==> src/rtl/br_pkg.sv <==
// Shared types for the EX-stage branch resolver:
// branch class codes and the IF->ID->EX prediction slot.
package br_pkg;

    localparam int BR_XLEN = 32;

    typedef enum logic [3:0] {
        BR_NONE = 4'd0,
        BR_BEQ  = 4'd1,
        BR_BNE  = 4'd2,
        BR_BLT  = 4'd3,
        BR_BGE  = 4'd4,
        BR_BLTU = 4'd5,
        BR_BGEU = 4'd6,
        BR_JAL  = 4'd7,
        BR_JALR = 4'd8
    } br_type_e;

    typedef struct packed {
        logic               valid;
        logic [BR_XLEN-1:0] pc;
        logic               pred_taken;
        logic [BR_XLEN-1:0] pred_target;
    } slot_t;

endpackage

==> src/rtl/br_compare.sv <==
// Branch condition evaluation: class and operands -> taken.
// Unknown class codes resolve as not taken.
module br_compare
    import br_pkg::*;
#(
    parameter int XLEN = BR_XLEN
) (
    input  logic [3:0]      br_type,
    input  logic [XLEN-1:0] rs1,
    input  logic [XLEN-1:0] rs2,
    output logic            taken
);

    logic eq;
    logic lt;
    logic ltu;

    assign eq  = (rs1 == rs2);
    assign lt  = ($signed(rs1) < $signed(rs2));
    assign ltu = (rs1 < rs2);

    always_comb begin
        taken = 1'b0;
        case (br_type)
            BR_BEQ:  taken = eq;
            BR_BNE:  taken = !eq;
            BR_BLT:  taken = lt;
            BR_BGE:  taken = !lt;
            BR_BLTU: taken = ltu;
            BR_BGEU: taken = !ltu;
            BR_JAL:  taken = 1'b1;
            BR_JALR: taken = 1'b1;
            default: taken = 1'b0;
        endcase
    end

endmodule

==> src/rtl/branch_resolve_unit.sv <==
// EX-stage branch resolver: carries fetch predictions to EX,
// checks them against the real outcome and emits BTB updates.
module branch_resolve_unit
    import br_pkg::*;
#(
    parameter int XLEN  = BR_XLEN,
    parameter int CNT_W = 32
) (
    input  logic             clk,
    input  logic             rst,
    input  logic             stall,
    input  logic             if_valid,
    input  logic [XLEN-1:0]  if_pc,
    input  logic             if_pred_taken,
    input  logic [XLEN-1:0]  if_pred_target,
    input  logic [3:0]       ex_br_type,
    input  logic [XLEN-1:0]  ex_rs1,
    input  logic [XLEN-1:0]  ex_rs2,
    input  logic [XLEN-1:0]  ex_imm,
    output logic [XLEN-1:0]  pc_3,
    output logic             is_branch_3,
    output logic             taken_3,
    output logic             prev_taken_3,
    output logic [XLEN-1:0]  target_3,
    output logic             mispredict,
    output logic [XLEN-1:0]  redirect_pc,
    output logic [CNT_W-1:0] branch_cnt,
    output logic [CNT_W-1:0] mispredict_cnt
);

    slot_t s1;
    slot_t s2;

    logic            is_cls;
    logic            is_jalr;
    logic            alias_hit;
    logic            dir_miss;
    logic            tgt_miss;
    logic [XLEN-1:0] jalr_sum;

    br_compare #(
        .XLEN (XLEN)
    ) u_cmp (
        .br_type (ex_br_type),
        .rs1     (ex_rs1),
        .rs2     (ex_rs2),
        .taken   (taken_3)
    );

    assign is_cls  = (ex_br_type != BR_NONE)
                  && (ex_br_type <= BR_JALR);
    assign is_jalr = (ex_br_type == BR_JALR);

    assign jalr_sum = ex_rs1 + ex_imm;
    assign target_3 = is_jalr
                    ? (jalr_sum & ~XLEN'(1))
                    : (s2.pc + ex_imm);

    assign pc_3         = s2.pc;
    assign prev_taken_3 = s2.pred_taken;
    assign is_branch_3  = s2.valid & is_cls & !stall;

    // BTB aliased a non-branch as taken: fall through to pc+4
    assign alias_hit = s2.valid & !is_cls & !stall
                     & s2.pred_taken;

    assign dir_miss = (taken_3 != prev_taken_3);
    assign tgt_miss = taken_3 & prev_taken_3
                    & (s2.pred_target != target_3);

    assign mispredict = alias_hit
                      | (is_branch_3 & (dir_miss | tgt_miss));

    assign redirect_pc = taken_3 ? target_3
                                 : (s2.pc + XLEN'(4));

    always_ff @(posedge clk) begin
        if (rst) begin
            s1             <= '0;
            s2             <= '0;
            branch_cnt     <= '0;
            mispredict_cnt <= '0;
        end else if (!stall) begin
            if (mispredict) begin
                s1.valid <= 1'b0;
                s2.valid <= 1'b0;
            end else begin
                s2 <= s1;
                s1 <= '{valid:       if_valid,
                        pc:          if_pc,
                        pred_taken:  if_pred_taken,
                        pred_target: if_pred_target};
            end
            if (is_branch_3 && (branch_cnt != '1))
                branch_cnt <= branch_cnt + CNT_W'(1);
            if (is_branch_3 && mispredict
                && (mispredict_cnt != '1))
                mispredict_cnt <= mispredict_cnt + CNT_W'(1);
        end
    end

endmodule

==> config.mk <==
export PLATFORM = sky130hd
export DESIGN_NAME = branch_resolve_unit
export DESIGN_NICKNAME = d
export VERILOG_FILES = /design/src/rtl/br_pkg.sv /design/src/rtl/br_compare.sv /design/src/rtl/branch_resolve_unit.sv
export SDC_FILE = /design/constraint.sdc
export NUM_CORES = 1
export LEC_CHECK = 0
export CAP_MARGIN = 30
export CORE_UTILIZATION = 50
export CTS_BUF_LIST = sky130_fd_sc_hd__clkbuf_4
export CTS_CLUSTER_DIAMETER = 30
export DETAILED_ROUTE_END_ITERATION = 7
export DONT_BUFFER_PORTS = 1
export SKIP_CTS_REPAIR_TIMING = 1
export SLEW_MARGIN = 5
export SYNTH_ARGS = -nofsm -noshare
export SYNTH_HDL_FRONTEND = slang
export SYNTH_HIERARCHICAL = 1
export SYNTH_SLANG_ARGS = --single-unit
==> constraint.sdc <==
create_clock -name clk -period 5.6 [get_ports clk]
set_clock_uncertainty 0.15 [all_clocks]
set_input_delay 0 -clock clk [delete_from_list [all_inputs] [get_ports clk]]
set_output_delay 0 -clock clk [all_outputs]
set_load 0.02 [all_outputs]
Word-level counts from Yosys, hierarchy flattened. Cells that the tools add are included.

Register bits: 196. Word-level logic and storage cells: 62. Input port bits: 169. Output and inout port bits: 164.

Multiplexer cells: 5. Equality and inequality tests: 13. Bitwise gates (word level): 12. Reductions and logical operators: 14. Magnitude comparators: 3. Add/sub/neg operators: 5.

Operators by type and width (number): $add 32x1->32 const B (2); $add 32x32->32 (2); $lt 32x32->1 (2); $mux 32 (2); $ne 32x32->1 const B (2); $add 32x3->32 const B (1); $eq 32x32->1 (1); $ne 32x32->1 (1); $eq 4x3->1 const B (4); $and 1x1->1 (8); $eq 4x2->1 const B (2); $pmux 1 s7 (1); $reduce_and 2->1 (3); $logic_not 1->1 (5); $eq 4x1->1 const B (1); $eq 4x4->1 const B (1); $le 4x4->1 const B (1); $logic_and 1x1->1 (4); $reduce_bool 4->1 (1); $mux 1 (2); $not 1->1 (2); $or 1x1->1 (2); $reduce_or 2->1 (1); $ne 1x1->1 (1).

Logic depth before layout (Yosys ltp).
Word-level depth: 11. Depth in mapped cells: 23. Depth with buffers taken out: 21.

Modules after synthesis. The synthesis kept the hierarchy.

By module, submodules not included: branch_resolve_unit (seq. area each 3923.8 sq um, instances 1, cells an instance 1940, area each 14949.3 sq um); br_compare (seq. area each 0.0 sq um, instances 1, cells an instance 130, area each 942.2 sq um).

Least setup slack after synthesis. Ideal clock, no wire load.

Path type: register to register. From: register s2 (netlist bit pc_3[0]). To: register s2 (netlist bit pc_3[23]). Library setup time: 0.128 ns. Cell stages (with the launch flop): 19. Arrival: 4.339 ns. Buffers on the path: 2. Path slack: 0.984 ns. Required time: 5.322 ns. Period minus slack after synthesis: 4.616 ns. Cells stage by stage: dfxtp_1 > ha_1 > fa_1 > a21o_1 > a221o_1 > a41oi_2 > mux2_2 > nor4_2 > xor2_1 > a21o_1 > nor4_1 > o2111ai_1 > nor4_2 > a21o_2 > inv_4 > buf_6 > buf_2 > o21ai_0 > o21ai_1.

Word-level cells in the longest chain between the ends: 9.

RTL lines: start: declaration (line branch_resolve_unit.sv:32) `slot_t s2;`; $add 32x32->32 (line branch_resolve_unit.sv:57) `: (s2.pc + ex_imm);`; $mux 32 (line branch_resolve_unit.sv:56) `? (jalr_sum & ~XLEN'(1))`; named net target_3[20] (line branch_resolve_unit.sv:24) `output logic [XLEN-1:0] target_3,`; $ne 32x32->1 (line branch_resolve_unit.sv:69) `& (s2.pred_target != target_3);`; $and 1x1->1 (line branch_resolve_unit.sv:69); $or 1x1->1 (line branch_resolve_unit.sv:72) `| (is_branch_3 & (dir_miss | tgt_miss));`; $and 1x1->1 (line branch_resolve_unit.sv:72); $or 1x1->1 (line branch_resolve_unit.sv:72); named net mispredict (line branch_resolve_unit.sv:25) `output logic mispredict,`; $not 1->1 (no line); $reduce_and 2->1 (no line).

The timed path passes the listed nets, and every way through them passes these cells. A chain may end at the register's enable or synchronous reset.

Worst setup path in the final report.
From: register s2 (netlist bit pc_3[0]). To: output mispredict.

Word-level cells in the longest chain between the ends: 7.

RTL lines (line): $add 32x32->32 (branch_resolve_unit.sv:57); $mux 32 (branch_resolve_unit.sv:56); $ne 32x32->1 (branch_resolve_unit.sv:69); $and 1x1->1 (branch_resolve_unit.sv:69); $or 1x1->1 (branch_resolve_unit.sv:72); $and 1x1->1 (branch_resolve_unit.sv:72); $or 1x1->1 (branch_resolve_unit.sv:72); end: declaration (branch_resolve_unit.sv:25).

No other way between the ends.

==> metrics.md <==
| Metric | Value |
|---|---|
| Result of the run | complete, no violations |
| Top routing layer in use | met4 |
| Share of post-route cells with drive strength above 1 | 0.0684 |
| Sequential fraction of the synthesis area | 0.247 |
| Setup violations, final | 0 |
| Most area-hungry cell type in the Yosys netlist | sky130_fd_sc_hd__dfxtp_1 |
| Clock insertion delay at the later pin of the skew report | ~0.65 ns |
| Peak supply drop | a little over 200 uV |
| Routed length on met1 | 23900 microns |
| Netlist area before placement | roughly 0.016 sq mm |
| Fin Setup TNS | 0 ns |
| Number of enable flip-flop cells after synthesis | 0 |
| Multi-input gate area | between 0.01 and 0.015 sq mm |
| Syn nets | around 2300 |
| Congestion Overflow GR | 0 |
| Die outline height | 180 microns |
| Final Hold Viols | 0 |
| Synthesized instance count | approximately 2100 |
| Initial standard-cell utilization of the core | 0.514 |
| Synth Register Bits | 196 |
| Wire length per cell after detailed routing | 20.8 microns |
| Fill cell count | 2936 |
| Relative max-transition margin | 0.293 |
| Biggest area contributors in the synthesized netlist | sky130_fd_sc_hd__dfxtp_1, sky130_fd_sc_hd__ha_1, sky130_fd_sc_hd__nand2b_1 |
| Fraction of the core area covered by cells at the end of the flow | 0.578 |
| Number of global-route vias before repair | 13375 |
| CP cell instances | ha_1, fa_1, a21o_1, a221o_1, a41oi_2, nor4b_1, nor4_2, mux2i_1, or3_1, a2111oi_2, nand4_1, nor4_4, a21o_4, inv_4, buf_12, buf_4 |
| Synthesized area divided by synthesized cell count | 7.68 sq um |
| Distinct cell type count of the synthesized netlist | 85 |
| IO buf count | 0 |
| Clock share of power | 0.233 |
| Total track usage | 0.301 |
| Number of iterations in the first detailed-routing pass | 5 |
| Maximum number of pins on one net before global-route repair | 271 |
| WL final | 53100 microns |
| Standard-cell rows | between 60 and 70 |
| Drt via density | 6.02 |
| Worst-path maximum fanout | 30 |
| Logic pwr share | 0.323 |
| Capturing element type of the critical path | primary output |
| RSZ-0062 raised after global routing | no |
| Global-route wire length before repair | 76700 microns |
| Sum of buffers and inverters on the critical path | 3 |
| Most instantiated flip-flop cell in the synthesis netlist | sky130_fd_sc_hd__dfxtp_1 |
| Detail Route met2 WL | 24500 microns |
| DRC viols | 0 |
| Final Cycle Share | 0.964 |
| Required @ worst endpoint | approximately 5.5 ns |
| Sequential cell area | 0.00392 sq mm |
| Cell-internal power | 0.00209 W |
| Clock sink count | around 200 |
| Most used standard cells in the synthesized netlist | sky130_fd_sc_hd__dfxtp_1, sky130_fd_sc_hd__o21ai_0, sky130_fd_sc_hd__nand2b_1 |
| Family with the most delay on the worst path | compound AO/OA/AOI/OAI gates |
| Num CTS Buffers | 17 |
| Net switching fraction of the power | 0.373 |
| Initial DRC Count | 1219 |
| Slowest cell on crit path | sky130_fd_sc_hd__nor4_4 |
| Total number of vias | 15336 |
| Type of the most critical hold path | primary input to flop |
| Horizontal die dimension | about 180 microns |
| Launching element type of the critical path | flop |
| Antenna violations before repair | 4 |
| Leading cell type by number of instances after synthesis | sky130_fd_sc_hd__dfxtp_1 |
| Post-DRT Antenna Nets | 0 |
| Slowest cell delay on critical path | around 0.43 ns |
| Portion of total power attributed to sequential cells | 0.444 |
| Category of the critical setup timing path | flop to primary output |
| Number of maximum-capacitance violations | 0 |
| Max-slew violation count | 0 |
| Number of synthesis warnings | 6 |
| Highest achievable clock rate | 0.185 GHz |
| Transition time at the pin with the least slew margin | 1.05 ns |
| Static leakage | 6.97 nW |
| Met3 wire length | 3460 microns |
| Clock tree from TritonCTS | yes |
| Boundary Pins | 333 |
| Level count of the clock H-tree | 4 |
| Clock-pin slew of the registers on the worst-case setup and hold paths | between 0.2 and 0.25 ns |
| Switching pwr | between 0.001 and 0.0015 W |
| Full die area | 0.0325 sq mm |
| Final net count | 2403 |
| Deepest clock path buffer count | 2 |
| Ys async rst share | 0 |
| HPWL after DPL | 39700 microns |
| Placer's final routability congestion estimate | 0.933 |
| Top-area cell type share of the netlist area | 0.247 |
| Total power per unit cell area | 187 mW/mm^2 |
| Layout area overhead | 12.3% |
| Final critical delay including setup and external delays | 5.40 ns |
| Placeable core area | 0.0309 sq mm |
| CTS root buf | sky130_fd_sc_hd__clkbuf_4 |
| Arr. time, crit path | approximately 5.3 ns |
[flip-flops by register name (all words and copies together) (netlist names)]
signal / flops
mispredict_cnt: 32
s1: 66
prev_taken_3: 1
s2: 33
pc_3: 32
branch_cnt: 32
[metrics by stage]
| step | cells | area [sq um] | hold WS (ns) | setup slack, ns | power (W) |
|---|---|---|---|---|---|
| 6_report | 2548 | 17900 | 0.0277 | 0.202 | 0.00333 |
| 5_1_grt | 2548 | 17900 | 0.0251 | 0.0512 | 0.00350 |
| 4_1_cts | 2407 | 16400 | -0.767 | 0.106 | 0.00322 |
| 3_5_place_dp | 2375 | 16100 | -0.0493 | 0.290 | 0.00245 |
| 3_3_place_gp | 2370 | 16100 | -0.0495 | 0.429 | 0.00243 |
| 2_1_floorplan | 2070 | 15900 | 0.00445 | 0.984 | 0.00223 |
[layer usage]
metal / vias to the layer above / track usage
li1: 7494 / -
met4: 0 / 0.0800
met3: 66 / 0.0558
met1: 7269 / 0.414
met2: 507 / 0.480
met5: - / 0
[logic make-up (layout without fill, tap and decap cells)]
kind of cell | count (synthesis) | in the layout | share of synthesized area
AOI/OAI and AO/OA | 534 | 534 | 0.210
xor gates and xnor gates | 126 | 126 | 0.0694
adders and majority gates | 99 | 99 | 0.0789
buffers and inverters | 240 | 318 | 0.0688
DFF | 196 | 196 | 0.247
muxes | 92 | 92 | 0.0587
other | 0 | 4 | 0
and+or+nand+nor | 783 | 783 | 0.267
[power groups by stage]
stage	logic [W]	registers (W)	clock network, W
floorplan	0.000739	0.00149	0
global placement	0.000929	0.00150	0
detailed placement	0.000941	0.00151	0
CTS	0.000946	0.00148	0.000794
global route	0.00116	0.00148	0.000854
finish	0.00108	0.00148	0.000776
[worst paths after layout]
path | startpoint | cells past startpoint | endpoint | slack, ns
min reg2reg | s1[41]$_SDFFE_PP0P_ | 2 | pc_3[8]$_SDFFE_PP0P_ | 0.28
max reg2reg | pc_3[0]$_SDFFE_PP0P_ | 17 | s1[33]$_SDFFE_PP0P_ | 0.37
max | pc_3[0]$_SDFFE_PP0P_ | 16 | mispredict | 0.20
min | if_pred_target[25] | 3 | s1[25]$_SDFFE_PP0P_ | 0.03
[worst register-to-register path, stage by stage (launching register included)]
cell and delay [ns]:
sky130_fd_sc_hd__dfxtp_1 0.39, sky130_fd_sc_hd__ha_1 0.21, sky130_fd_sc_hd__fa_1 0.42, sky130_fd_sc_hd__a21o_1 0.22
sky130_fd_sc_hd__a221o_1 0.37, sky130_fd_sc_hd__a41oi_2 0.36, sky130_fd_sc_hd__nor4b_1 0.13, sky130_fd_sc_hd__nor4_2 0.20
sky130_fd_sc_hd__mux2i_1 0.20, sky130_fd_sc_hd__or3_1 0.40, sky130_fd_sc_hd__a2111oi_2 0.35, sky130_fd_sc_hd__nand4_1 0.19
sky130_fd_sc_hd__nor4_4 0.43, sky130_fd_sc_hd__a21o_4 0.25, sky130_fd_sc_hd__inv_4 0.12, sky130_fd_sc_hd__nor2_8 0.14
sky130_fd_sc_hd__buf_12 0.32, sky130_fd_sc_hd__mux2i_1 0.32
[cells in the final DEF (no fill, tap or decap), types with 13 or more instances in the layout]
cell type,count
sky130_fd_sc_hd__nor2_1,132
sky130_fd_sc_hd__nor2b_1,74
sky130_fd_sc_hd__xor2_1,60
sky130_fd_sc_hd__ha_1,97
sky130_fd_sc_hd__nand4_1,49
sky130_fd_sc_hd__mux2i_1,81
sky130_fd_sc_hd__o31ai_1,13
sky130_fd_sc_hd__a21oi_1,134
sky130_fd_sc_hd__nor4_1,13
sky130_fd_sc_hd__inv_1,87
sky130_fd_sc_hd__nor3_1,34
sky130_fd_sc_hd__o211ai_1,19
sky130_fd_sc_hd__buf_4,52
sky130_fd_sc_hd__a21o_1,27
sky130_fd_sc_hd__a211o_1,14
sky130_fd_sc_hd__and4_1,16
sky130_fd_sc_hd__clkbuf_4,18
sky130_fd_sc_hd__nand2_1,140
sky130_fd_sc_hd__dlygate4sd3_1,134
sky130_fd_sc_hd__o21a_1,16
sky130_fd_sc_hd__dfxtp_1,196
sky130_fd_sc_hd__or3_1,22
sky130_fd_sc_hd__nand2b_1,149
sky130_fd_sc_hd__o21ai_0,187
sky130_fd_sc_hd__o21ai_1,16
sky130_fd_sc_hd__and3_1,26
sky130_fd_sc_hd__xnor2_1,66
sky130_fd_sc_hd__nand3_1,73
[area by class of cell]
| class | instances | share of cell area |
|---|---|---|
| diodes | 4 | 0.000561 |
| clock buffers | 18 | 0.00757 |
| clock inverters | 14 | 0.00841 |
| inverters | 88 | 0.0186 |
| multi-input cells | 1634 | 0.611 |
| flip-flops and latches | 196 | 0.220 |
| well taps | 396 | 0.0278 |
| repair buffers | 198 | 0.106 |
Note: power is estimated with default switching activity, not from simulation.
